===== src/rtl/uart_pkg.sv =====
// Shared types and constants for the UART frame parser and its helpers.
package uart_pkg;

    // Frame assembly states
    typedef enum logic [1:0] {
        IDLE    = 2'd0,
        PAYLOAD = 2'd1,
        CHECK   = 2'd2
    } state_e;

    // Reason codes reported on err_code
    localparam logic [1:0] ERR_NONE    = 2'b00;
    localparam logic [1:0] ERR_PARITY  = 2'b01;
    localparam logic [1:0] ERR_CSUM    = 2'b10;
    localparam logic [1:0] ERR_TIMEOUT = 2'b11;

    // Default frame start byte
    localparam logic [7:0] DEFAULT_HEADER = 8'hAA;

    // 8-bit wrap-around checksum accumulation
    function automatic logic [7:0] csum_add(input logic [7:0] acc, input logic [7:0] b);
        return acc + b;
    endfunction

endpackage


===== src/rtl/uart_timeout_cnt.sv =====
// Saturating inter-byte timeout counter. Counts while en is high, restarts on
// clr, and flags expiry once it has reached TIMEOUT_CYC-1. Never wraps.
module uart_timeout_cnt #(
    parameter int TIMEOUT_CYC = 50000
) (
    input  logic clk,
    input  logic rst,
    input  logic clr,
    input  logic en,
    output logic expired
);
    import uart_pkg::*;

    localparam int CNT_W = (TIMEOUT_CYC > 1) ? $clog2(TIMEOUT_CYC) : 1;
    localparam logic [CNT_W-1:0] CNT_LAST = CNT_W'(TIMEOUT_CYC - 1);

    logic [CNT_W-1:0] cnt_q, cnt_d;

    // Next count: restart on clr, otherwise count up and hold at the last value
    always_comb begin
        cnt_d = cnt_q;
        if (clr) begin
            cnt_d = '0;
        end else if (en && (cnt_q != CNT_LAST)) begin
            cnt_d = cnt_q + 1'b1;
        end
    end

    // Counter register with synchronous reset
    always_ff @(posedge clk) begin
        if (rst) begin
            cnt_q <= '0;
        end else begin
            cnt_q <= cnt_d;
        end
    end

    assign expired = en && (cnt_q == CNT_LAST);

endmodule


===== src/rtl/uart_frame_parser.sv =====
// Assembles fixed-length command frames (header, payload, checksum) from the
// UART receiver byte stream. Good frames are published as one wide word with a
// one-cycle strobe; bad frames are dropped and flagged with a reason code.
//
//   state   | meaning
//   --------+-----------------------------------------------------------
//   IDLE    | waiting for a header byte with good parity
//   PAYLOAD | collecting PAYLOAD_LEN data bytes into the shift register
//   CHECK   | waiting for the checksum byte, then publish or drop
module uart_frame_parser
    import uart_pkg::*;
#(
    parameter int         PAYLOAD_LEN = 4,
    parameter logic [7:0] HEADER      = DEFAULT_HEADER,
    parameter int         TIMEOUT_CYC = 50000
) (
    input  logic                     clk,
    input  logic                     rst,
    input  logic [7:0]               rx_data,
    input  logic                     rx_valid,
    input  logic                     rx_parity_ok,
    output logic [8*PAYLOAD_LEN-1:0] frame_data,
    output logic                     frame_valid,
    output logic                     frame_err,
    output logic [1:0]               err_code,
    output logic [7:0]               good_cnt,
    output logic                     busy
);

    localparam int DW    = 8 * PAYLOAD_LEN;
    localparam int IDX_W = $clog2(PAYLOAD_LEN + 1);
    localparam logic [IDX_W-1:0] IDX_LAST = IDX_W'(PAYLOAD_LEN - 1);

    state_e           state_q, state_d;
    logic [IDX_W-1:0] idx_q, idx_d;
    logic [7:0]       sum_q, sum_d;
    logic [DW-1:0]    shift_q, shift_d;
    logic [DW-1:0]    frame_data_q, frame_data_d;
    logic             frame_valid_q, frame_valid_d;
    logic             frame_err_q, frame_err_d;
    logic [1:0]       err_code_q, err_code_d;
    logic [7:0]       good_cnt_q, good_cnt_d;

    logic             to_clr;
    logic             to_en;
    logic             to_expired;

    // The timer restarts on every byte and is held clear while idle, so entry
    // into PAYLOAD always starts from zero.
    assign to_en  = (state_q != IDLE);
    assign to_clr = rx_valid || (state_q == IDLE);

    uart_timeout_cnt #(
        .TIMEOUT_CYC(TIMEOUT_CYC)
    ) u_timeout (
        .clk    (clk),
        .rst    (rst),
        .clr    (to_clr),
        .en     (to_en),
        .expired(to_expired)
    );

    // Next-state and output decode; a received byte always takes priority
    // over a timeout expiring in the same cycle.
    always_comb begin
        state_d       = state_q;
        idx_d         = idx_q;
        sum_d         = sum_q;
        shift_d       = shift_q;
        frame_data_d  = frame_data_q;
        frame_valid_d = 1'b0;
        frame_err_d   = 1'b0;
        err_code_d    = err_code_q;
        good_cnt_d    = good_cnt_q;

        case (state_q)
            IDLE: begin
                if (rx_valid && rx_parity_ok && (rx_data == HEADER)) begin
                    state_d = PAYLOAD;
                    idx_d   = '0;
                    sum_d   = '0;
                end
            end

            PAYLOAD: begin
                if (rx_valid) begin
                    if (!rx_parity_ok) begin
                        frame_err_d = 1'b1;
                        err_code_d  = ERR_PARITY;
                        state_d     = IDLE;
                    end else begin
                        shift_d       = shift_q << 8;
                        shift_d[7:0]  = rx_data;
                        sum_d         = csum_add(sum_q, rx_data);
                        idx_d         = idx_q + 1'b1;
                        if (idx_q == IDX_LAST) begin
                            state_d = CHECK;
                        end
                    end
                end else if (to_expired) begin
                    frame_err_d = 1'b1;
                    err_code_d  = ERR_TIMEOUT;
                    state_d     = IDLE;
                end
            end

            CHECK: begin
                if (rx_valid) begin
                    state_d = IDLE;
                    if (!rx_parity_ok) begin
                        frame_err_d = 1'b1;
                        err_code_d  = ERR_PARITY;
                    end else if (rx_data == sum_q) begin
                        frame_data_d  = shift_q;
                        frame_valid_d = 1'b1;
                        good_cnt_d    = good_cnt_q + 8'd1;
                    end else begin
                        frame_err_d = 1'b1;
                        err_code_d  = ERR_CSUM;
                    end
                end else if (to_expired) begin
                    frame_err_d = 1'b1;
                    err_code_d  = ERR_TIMEOUT;
                    state_d     = IDLE;
                end
            end

            default: begin
                state_d = IDLE;
            end
        endcase
    end

    // State and output registers; reset discards any partial frame silently
    always_ff @(posedge clk) begin
        if (rst) begin
            state_q       <= IDLE;
            idx_q         <= '0;
            sum_q         <= '0;
            shift_q       <= '0;
            frame_data_q  <= '0;
            frame_valid_q <= 1'b0;
            frame_err_q   <= 1'b0;
            err_code_q    <= ERR_NONE;
            good_cnt_q    <= '0;
        end else begin
            state_q       <= state_d;
            idx_q         <= idx_d;
            sum_q         <= sum_d;
            shift_q       <= shift_d;
            frame_data_q  <= frame_data_d;
            frame_valid_q <= frame_valid_d;
            frame_err_q   <= frame_err_d;
            err_code_q    <= err_code_d;
            good_cnt_q    <= good_cnt_d;
        end
    end

    assign frame_data  = frame_data_q;
    assign frame_valid = frame_valid_q;
    assign frame_err   = frame_err_q;
    assign err_code    = err_code_q;
    assign good_cnt    = good_cnt_q;
    assign busy        = (state_q != IDLE);

endmodule


===== config.mk =====
export PLATFORM = sky130hd
export DESIGN_NAME = uart_frame_parser
export DESIGN_NICKNAME = d
export VERILOG_FILES = /design/src/rtl/uart_pkg.sv /design/src/rtl/uart_timeout_cnt.sv /design/src/rtl/uart_frame_parser.sv
export SDC_FILE = /design/constraint.sdc
export NUM_CORES = 1
export LEC_CHECK = 0
export ABC_AREA = 1
export BUFFER_PORTS_ARGS = -buffer_cell sky130_fd_sc_hd__buf_2
export CAP_MARGIN = 10
export CORE_MARGIN = 2
export CORE_UTILIZATION = 55
export DETAILED_ROUTE_END_ITERATION = 10
export GPL_ROUTABILITY_DRIVEN = 1
export PLACE_DENSITY = 0.76
export SYNTH_ARGS = -nofsm -noshare
export SYNTH_HDL_FRONTEND = slang
export SYNTH_SLANG_ARGS = --single-unit

===== constraint.sdc =====
create_clock -name clk -period 1.7 [get_ports clk]
set_clock_uncertainty 0.05 [all_clocks]
set_input_delay 0.085 -clock clk [delete_from_list [all_inputs] [get_ports clk]]
set_output_delay 0.085 -clock clk [all_outputs]
set_load 0.05 [all_outputs]

==> results of run 1 <==
where the power goes:
part,total [mW],internal (mW),leakage (nW),switching (mW)
Combinational,0.384,0.157,1.75,0.227
Sequential,2.50,2.48,0.850,0.0184
Clock,1.50,0.592,0.0912,0.906
flip-flops by register name, summed over array words and instances (netlist names):
register	cells
shift_q	32
err_code	2
frame_data	32
frame_err	1
u_timeout.cnt_q	16
state_q	2
good_cnt	8
idx_q	3
sum_q	8
frame_valid	1
critical path, stage by stage (launching register included):
cell and delay (ns):
dfxtp_2 0.36, ha_4 0.25, nor2_4 0.08, nand2_2 0.07
nor2_4 0.14, buf_6 0.11, buf_4 0.08, nand2_1 0.05
nand2_2 0.09, nor2_2 0.05, a21oi_2 0.16, a21oi_2 0.09
layer usage:
metal / vias to the layer above / part of all wire, %
met1: 2235 / 46
li1: 2345 / -
met5: - / 0
met2: 113 / 49
met3: 11 / 4.1
met4: 0 / 1.0
cell usage after synthesis (all sizes together) (2+ instances only):
cell	n
ha	15
buf	16
nand4	13
a21oi	47
dfxtp	105
nand2	107
inv	52
or2	2
o21bai	2
o21ai	77
xor2	5
clkbuf	13
nand3b	4
xnor2	3
nand3	24
nor2	167
o21a	3
nor3	13
final timing paths:
| check | start | endpoint | slack, ns |
|---|---|---|---|
| min reg2reg | u_timeout.cnt_q[0] | u_timeout.cnt_q[0] | 0.40 |
| min | rx_data[1] | shift_q[1] | 0.03 |
| max reg2reg | sum_q[4] | err_code[1] | 0.001 |
| max | sum_q[4] | err_code[1] | 0.001 |
timing repair:
item | CTS | global route
setup buffers | 4 | 7
gates cloned | 1 | 1
hold buffers | 7 | 0
pin swaps | 2 | 14
endpoints found under the setup margin | 28 | 81
hold endpoints to repair | 7 | 0
gates resized for setup | 22 | 46
final cells by class:
cell class / instances / area [um2]
multi-input cells: 486 / 2580
clock inverters: 6 / 48.8
clock buffers: 10 / 138
repair buffers: 100 / 713
fillers: 713 / 2700
inverters: 52 / 208
flip-flops and latches: 105 / 2110
well taps: 108 / 135
kinds of logic after synthesis:
group	share of synthesized area [%]
AOI/OAI and AO/OA	14.4
xor gates and xnor gates	1.44
adders and majority gates	4.27
buffers and inverters	8.26
DFF	43.2
and+or+nand+nor	28.4
metrics by stage:
| stage | hold WS, ns | cell area (um2) | setup TNS, ns | cells | util, % |
|---|---|---|---|---|---|
| 3_5_place_dp | 0.313 | 5310 | -0.00653 | 833 | 61.4 |
| 2_1_floorplan | 0.163 | 4860 | 0 | 672 | - |
| 5_1_grt | 0.0215 | 5930 | -0.853 | 867 | 68.7 |
| 4_1_cts | 0.0160 | 5750 | -0.0507 | 861 | 66.6 |
| 6_report | 0.0294 | 5930 | 0 | 867 | 68.7 |
| 3_3_place_gp | 0.310 | 5310 | 0 | 833 | 61.4 |
==> run metrics, run 1 <==
R2R depth 11; Core Box Area 8640 um2; first-pass GRT wire length 19900 um; final worst path period need 1.70 ns; overall power 4.38 mW; M3 GR Usage about 5.4%; antenna diode count 0; Core Rows 34; vias in the first global route 4345; CTS tree done; Seq cells post-synth 105; post-synth design cell area about 4900 um2; Top Usage Layer GRT met2; Final ANT Viol Nets 0; area grow syn2layout 22.0%; vias post-DR 4704; Mapped Cells between 600 and 700; status completed; TritonCTS buffer count 9; Initial Utilization 56.3%; share of cells above drive strength 1 between 20% and 30%; clock root buffer clkbuf_8; ys async rst share 0%; Post-Route WL 12300 um; commonest non-fill, non-tap cell in the layout nor2_1; largest net degree at the start of global routing between 70 and 80; fin. max-slew vios 0; hold path depth 3; most used flip-flop cell after synthesis dfxtp_1; initial antenna violation count 0; CP Max Fanout 3; CP arrival 1.90 ns; wire length per cell after detailed routing 14.2 um; Worst VDD drop around 0.00046 V; Slew HR 79.8%; total grt overflow 0; fmax about 590 MHz; DR pass1 iterations 5; P per Cell Area 739 nW/um2; Post-Place Worst Slack -0.00653 ns; crit share post-route 99.9%; syn_nets 700; # nets final between 700 and 800; clk sinks 105; Reg clk slew, reported paths roughly 0.11 ns; Max clock buf depth 2; largest area contributor in the netlist dfxtp_1; RSZ-0062 raised after global routing true; die height 98.0 um; final worst slack 0.00139 ns; post-synth cell types 33; met2 Use GR 42.8%; met1 track demand over resource between 30% and 40%; GRT Total Usage between 20% and 30%; htree depth 3; Crit Path Class register to register; boundary pin count 57; Post-synth EDFFs 0; Post-DP HPWL about 8000 um; max_cap viols 0; most frequent cells in the layout nor2_1 (151), nand2_1 (98), dfxtp_1 (96); worst skew pair latency 0.37 ns; ranking of synthesized cells by area dfxtp_1 (43%), nor2_1 (13%), nand2_1 (8.0%); Yosys warnings 0; WP data required 1.90 ns; sequential area share after synthesis between 40% and 50%; Post-Syn Area per Cell slightly above 7 um2; Final Hold Viols 0; drt initial violations 283; crit start category register; vias per inst 5.43; die area 9610 um2; Final GP Congestion 0.925; die width 98.0 um; final setup vio count 0; drt drc 0; Worst Tran Pin Value 0.301 ns; top cell type's share of synthesized area 43.2%; leakage power ~2.7 nW; Port Buffers 56; Hold WC Path Type input port to register; crit end category register
Note: power is estimated with default switching activity, not from simulation.
==> run 2: changes to the inputs <==
--- a/config.mk
+++ b/config.mk
@@ -5,7 +5,6 @@
 export SDC_FILE = /design/constraint.sdc
 export NUM_CORES = 1
 export LEC_CHECK = 0
-export ABC_AREA = 1
 export BUFFER_PORTS_ARGS = -buffer_cell sky130_fd_sc_hd__buf_2
 export CAP_MARGIN = 10
 export CORE_MARGIN = 2
==> run metrics, run 2 <==
status finished with violations (was completed); failing checks negative setup slack; Post-Syn Area per Cell 8.16 um2 (was 7.24 um2); first-pass GRT wire length 17200 um (was 19900 um); crit end category register (unchanged); Mapped Cells 545 (was 672); hold path depth 2 (was 3); Core Box Area 7770 um2 (was 8640 um2); Crit. Startpoint sum_q[5] (was sum_q[4]); post-synth design cell area 4450 um2 (was 4860 um2); die width 93.9 um (was 98.0 um); largest net degree at the start of global routing 38 (was 72); Worst Tran Pin Value 0.351 ns (was 0.301 ns); CP Max Fanout 4 (was 3); Area after DPL 5240 um2 (was 5310 um2); # nets final 668 (was 782); max_cap viols 0 (unchanged); syn_nets 573 (was 700); vias post-DR 4068 (was 4704); post-synth cell types 50 (was 33); TritonCTS buffer count 9 (unchanged); Min-Delay Endpoint err_code[1] (was shift_q[1]); internal power 3.16 mW (was 3.23 mW); P per Cell Area 716 nW/um2 (was 739 nW/um2); sequential area share after synthesis 47.2% (was 43.2%); synth cell count leaders nand2_1 (148), dfxtp_1 (105), a21oi_1 (81) (was nor2_1 (162), dfxtp_1 (105), nand2_1 (103)); drt initial violations 144 (was 283); fmax 464 MHz (was 589 MHz); Yosys warnings 0 (unchanged); final worst slack -0.453 ns (was 0.00139 ns); Net Switching 0.981 mW (was 1.15 mW); Reg-to-Reg End good_cnt[6] (was err_code[1]); Initial Utilization 57.3% (was 56.3%); largest area contributor in the netlist dfxtp_1 (unchanged); Final Instance Area 5790 um2 (was 5930 um2); Post-DP HPWL 7410 um (was 7980 um); vias per inst 5.45 (was 5.43); Port Buffers 56 (unchanged); WP data required 1.95 ns (was 1.90 ns); die area 8820 um2 (was 9610 um2); GRT Total Usage 24.3% (was 24.9%); Core Rows 32 (was 34); Final Hold Viols 0 (unchanged); Hold WC Path Type input port to register (unchanged); drt drc 0 (unchanged); ys async rst share 0% (unchanged); CP arrival 2.41 ns (was 1.90 ns); Clock power frac 36.7% (was 34.2%); RSZ-0062 raised after global routing true (unchanged); Logic pwr share 4.0% (was 8.8%); Worst Hold Launch rst (was rx_data[1]); share of cells above drive strength 1 29.9% (was 23.1%); R2R depth 7 (was 11); most used flip-flop cell after synthesis dfxtp_1 (unchanged); CTS tree done (unchanged); worst skew pair latency 0.37 ns (about the same); Final ANT Viol Nets 0 (unchanged); R2R Setup Slk -0.45 ns (was 0.001 ns); crit start category register (unchanged); most frequent cells in the layout nand2_1 (145), dfxtp_1 (93), a21oi_1 (76) (was nor2_1 (151), nand2_1 (98), dfxtp_1 (96)); Post-Place Worst Slack -0.422 ns (was -0.00653 ns); wire length per cell after detailed routing 14.4 um (was 14.2 um); clk sinks 105 (unchanged); commonest non-fill, non-tap cell in the layout nand2_1 (was nor2_1); Post-Route WL 10700 um (was 12300 um); sequential share of power 59.3% (was 57.1%); initial antenna violation count 0 (unchanged); leakage power 2.23 nW (was 2.69 nW); Sw Ratio 23.7% (was 26.3%); vias in the first global route 3871 (was 4345); Final GP Congestion 0.895 (was 0.925); Max clock buf depth 2 (unchanged); Crit Path Class register to register (unchanged); boundary pin count 57 (unchanged); Total Neg Setup Slack -17.10 ns (was 0 ns); overall power 4.14 mW (was 4.38 mW); Seq cells post-synth 105 (unchanged); ranking of synthesized cells by area dfxtp_1 (47%), nand2_1 (12%), a21oi_1 (9.1%) (was dfxtp_1 (43%), nor2_1 (13%), nand2_1 (8.0%)); final worst path period need 2.15 ns (was 1.70 ns); Min Hold Slack 0.0311 ns (was 0.0294 ns); DR pass1 iterations 4 (was 5); crit share post-route 127% (was 99.9%); most common cell in the netlist nand2_1 (was nor2_1); Worst VDD drop 0.000560 V (was 0.000456 V); Slew HR 76.6% (was 79.8%); clock root buffer clkbuf_8 (unchanged); fin. max-slew vios 0 (unchanged); htree depth 3 (unchanged); top cell type's share of synthesized area 47.2% (was 43.2%); antenna diode count 0 (unchanged); reg2reg start sum_q[5] (was sum_q[4]); final setup vio count 53 (was 0); area grow syn2layout 30.1% (was 22.0%); die height 93.9 um (was 98.0 um); Reg clk slew, reported paths 0.11 ns (about the same); total grt overflow 0 (unchanged); Post-synth EDFFs 0 (unchanged)
[run 2: cell types whose count changed after synthesis, moves of 12 or more]
cell	previous run	this run
buf_6	12	0
clkbuf_1	13	26
a21oi_1	45	81
inv_1	45	9
o21ai_0	73	10
nor2_1	162	28
nand2_1	103	148
[run 2: metal layers]
| layer | vias up | global-route usage, % | share of wire (%) |
|---|---|---|---|
| met5 | - | 0 | 0 |
| met1 | 1894 | 29.9 | 44 |
| met2 | 112 | 42.2 | 50 |
| li1 | 2047 | - | - |
| met4 | 0 | 8.70 | 1.4 |
| met3 | 15 | 4.82 | 4.7 |
[run 2: critical path, stage by stage, from the launching register on]
cell and delay, ns:
dfxtp_2 0.37, ha_4 0.20, or4_4 0.54, nor4_4 0.18, buf_4 0.18, nand4_1 0.10
or3_1 0.33, a21oi_1 0.14
[run 2: kinds of logic (layout without fill, tap and decap cells)]
logic type | count (synthesis) | after routing | share of synthesized area (%)
adder cells (fa/ha/maj) | 16 | 16 | 4.67
multiplexers | 2 | 2 | 0.478
AO/OA/AOI/OAI | 109 | 109 | 13.8
buffers and inverters | 41 | 141 | 3.63
flip-flops | 105 | 105 | 47.2
AND/OR/NAND/NOR | 251 | 251 | 26.1
XOR/XNOR | 21 | 21 | 4.13
[run 2: power groups by stage]
stage / Combinational [mW] / Sequential, mW / Clock (mW)
floorplan: 0.0807 / 2.51 / 0
global placement: 0.149 / 2.51 / 0
detailed placement: 0.152 / 2.51 / 0
CTS: 0.160 / 2.46 / 1.55
global route: 0.181 / 2.46 / 1.65
finish: 0.168 / 2.46 / 1.52
[run 2: area by class of cell]
type | count | area [um2]
clock inverter | 5 | 50.0
tap | 102 | 128
clock buffer | 11 | 151
fill | 582 | 1980
inverter | 9 | 37.5
multi-input combinational | 399 | 2490
timing repair buffer | 116 | 820
sequential | 105 | 2120
[run 2: worst max path at each step]
stage | endpoint | slack [ns]
after detailed placement | frame_data[0] | -0.42
after CTS | good_cnt[6] | -0.44
after global routing | good_cnt[6] | -0.58
after floorplan | good_cnt[4] | -0.59
final | good_cnt[6] | -0.45
after global placement | good_cnt[6] | -0.37
[run 2: through the flow]
stage               cells  util [%]
floorplan             545         -
global route          747      74.5
CTS                   742      71.5
global placement      721      67.4
detailed placement    721      67.4
finish                747      74.5
[run 2: timing repair]
item,in CTS,in global routing
pin swaps,8,16
cloned,0,1
hold buffers,1,0
resized for setup,20,42
setup endpoints to repair,82,99
endpoints found under the hold margin,1,0
setup buffers,4,5
==> run 3: changes to the inputs <==
--- a/config.mk
+++ b/config.mk
@@ -11,6 +11,7 @@
 export CORE_UTILIZATION = 55
 export DETAILED_ROUTE_END_ITERATION = 10
 export GPL_ROUTABILITY_DRIVEN = 1
+export HOLD_SLACK_MARGIN = 0.08
 export PLACE_DENSITY = 0.76
 export SYNTH_ARGS = -nofsm -noshare
 export SYNTH_HDL_FRONTEND = slang
==> run metrics, run 3 (synthesized netlist as in run 2, its figures left out) <==
status finished with violations (unchanged); failing checks negative setup slack (unchanged); Post-Route WL 10900 um (was 10700 um); total grt overflow 0 (unchanged); first-pass GRT wire length 17600 um (was 17200 um); fin. max-slew vios 0 (unchanged); wire length per cell after detailed routing 14.4 um (about the same); CP arrival 2.41 ns (about the same); share of cells above drive strength 1 29.5% (was 29.9%); WP data required 1.95 ns (about the same); die height 93.9 um (unchanged); Min Hold Slack 0.116 ns (was 0.0311 ns); # nets final 677 (was 668); Initial Utilization 57.3% (unchanged); drt initial violations 129 (was 144); initial antenna violation count 0 (unchanged); final worst slack -0.457 ns (was -0.453 ns); Total Neg Setup Slack -16.82 ns (was -17.10 ns); Reg clk slew, reported paths 0.10 ns (was 0.11 ns); die width 93.9 um (unchanged); Final Instance Area 5880 um2 (was 5790 um2); most frequent cells in the layout nand2_1 (145), dfxtp_1 (93), a21oi_1 (76) (unchanged); clock root buffer clkbuf_8 (unchanged); CP Max Fanout 4 (unchanged); Final Hold Viols 0 (unchanged); crit share post-route 127% (about the same); Max clock buf depth 2 (unchanged); Area after DPL 5240 um2 (unchanged); RSZ-0062 raised after global routing true (unchanged); final setup vio count 53 (unchanged); Worst Tran Pin Value 0.347 ns (was 0.351 ns); clk sinks 105 (unchanged); worst skew pair latency 0.37 ns (about the same); vias post-DR 4148 (was 4068); Hold WC Path Type input port to register (unchanged); boundary pin count 57 (unchanged); vias per inst 5.49 (was 5.45); max_cap viols 0 (unchanged); largest net degree at the start of global routing 38 (unchanged); leakage power 2.27 nW (was 2.23 nW); vias in the first global route 3947 (was 3871); htree depth 3 (unchanged); antenna diode count 0 (unchanged); Post-DP HPWL 7410 um (unchanged); drt drc 0 (unchanged); Crit Path Class register to register (unchanged); Core Box Area 7770 um2 (unchanged); final worst path period need 2.16 ns (was 2.15 ns); crit end category register (unchanged); P per Cell Area 707 nW/um2 (was 716 nW/um2); DR pass1 iterations 4 (unchanged); Final ANT Viol Nets 0 (unchanged); Core Rows 32 (unchanged); commonest non-fill, non-tap cell in the layout nand2_1 (unchanged); Slew HR 76.9% (was 76.6%); Final GP Congestion 0.895 (unchanged); Metal-1 WL 4740 um (unchanged); WL met3 514 um (was 510 um); area grow syn2layout 32.2% (was 30.1%); TritonCTS buffer count 9 (unchanged); die area 8820 um2 (unchanged); Top Metal Used met4 (unchanged); Port Buffers 56 (unchanged); GRT Total Usage 25.0% (was 24.3%); fmax 464 MHz (about the same); Worst VDD drop 0.000564 V (was 0.000560 V); metal2 WL 5390 um (was 5340 um); CTS tree done (unchanged); crit start category register (unchanged)
-- run 3: what timing repair did --
action | 4_1_cts | 5_1_grt
pin swaps | 8 | 16
setup endpoints to repair | 82 | 100
buffers inserted | 4 | 5
hold endpoints to repair | 10 | 0
resized for setup | 20 | 42
gates cloned | 0 | 1
hold buffers | 10 | 0
-- run 3: final cells by class --
cell class	instances	area, um2
Multi-Input combinational cell	399	2490
Sequential cell	105	2120
Fill cell	565	1890
Timing Repair Buffer	125	910
Clock buffer	11	151
Tap cell	102	128
Clock inverter	5	50.0
Inverter	9	37.5
-- run 3: final timing paths --
kind         cells after the start  slack [ns]             to          start
max                              7       -0.46    good_cnt[6]       sum_q[5]
max reg2reg                      7       -0.46    good_cnt[6]       sum_q[5]
min                              3        0.12    err_code[1]       rx_valid
min reg2reg                      2        0.40  frame_data[8]  frame_data[8]
-- run 3: power by group --
group | internal, mW | switching [mW] | total (mW)
Sequential | 2.46 | 0.0000627 | 2.46
Combinational | 0.0839 | 0.101 | 0.185
Clock | 0.636 | 0.880 | 1.52
-- run 3: critical path, cell delays in order, from the launching register on --
cell and delay, ns:
dfxtp_2 0.37, ha_4 0.20, or4_4 0.54, nor4_4 0.18, buf_4 0.18, nand4_1 0.10, or3_1 0.33, a21oi_1 0.14
-- run 3: routing by layer --
metal	vias to the layer above	global-route usage (%)
li1	2068	-
met1	1942	30.6
met2	112	43.7
met3	26	4.98
met4	0	8.94
met5	-	0
-- run 3: stage by stage --
step | utilization (%) | instances | total power [mW] | setup WS [ns]
floorplan | - | 545 | 2.60 | -0.587
global route | 75.7 | 756 | 4.31 | -0.584
detailed placement | 67.4 | 721 | 2.67 | -0.422
global placement | 67.4 | 721 | 2.66 | -0.375
CTS | 72.6 | 751 | 4.19 | -0.442
finish | 75.7 | 756 | 4.16 | -0.457
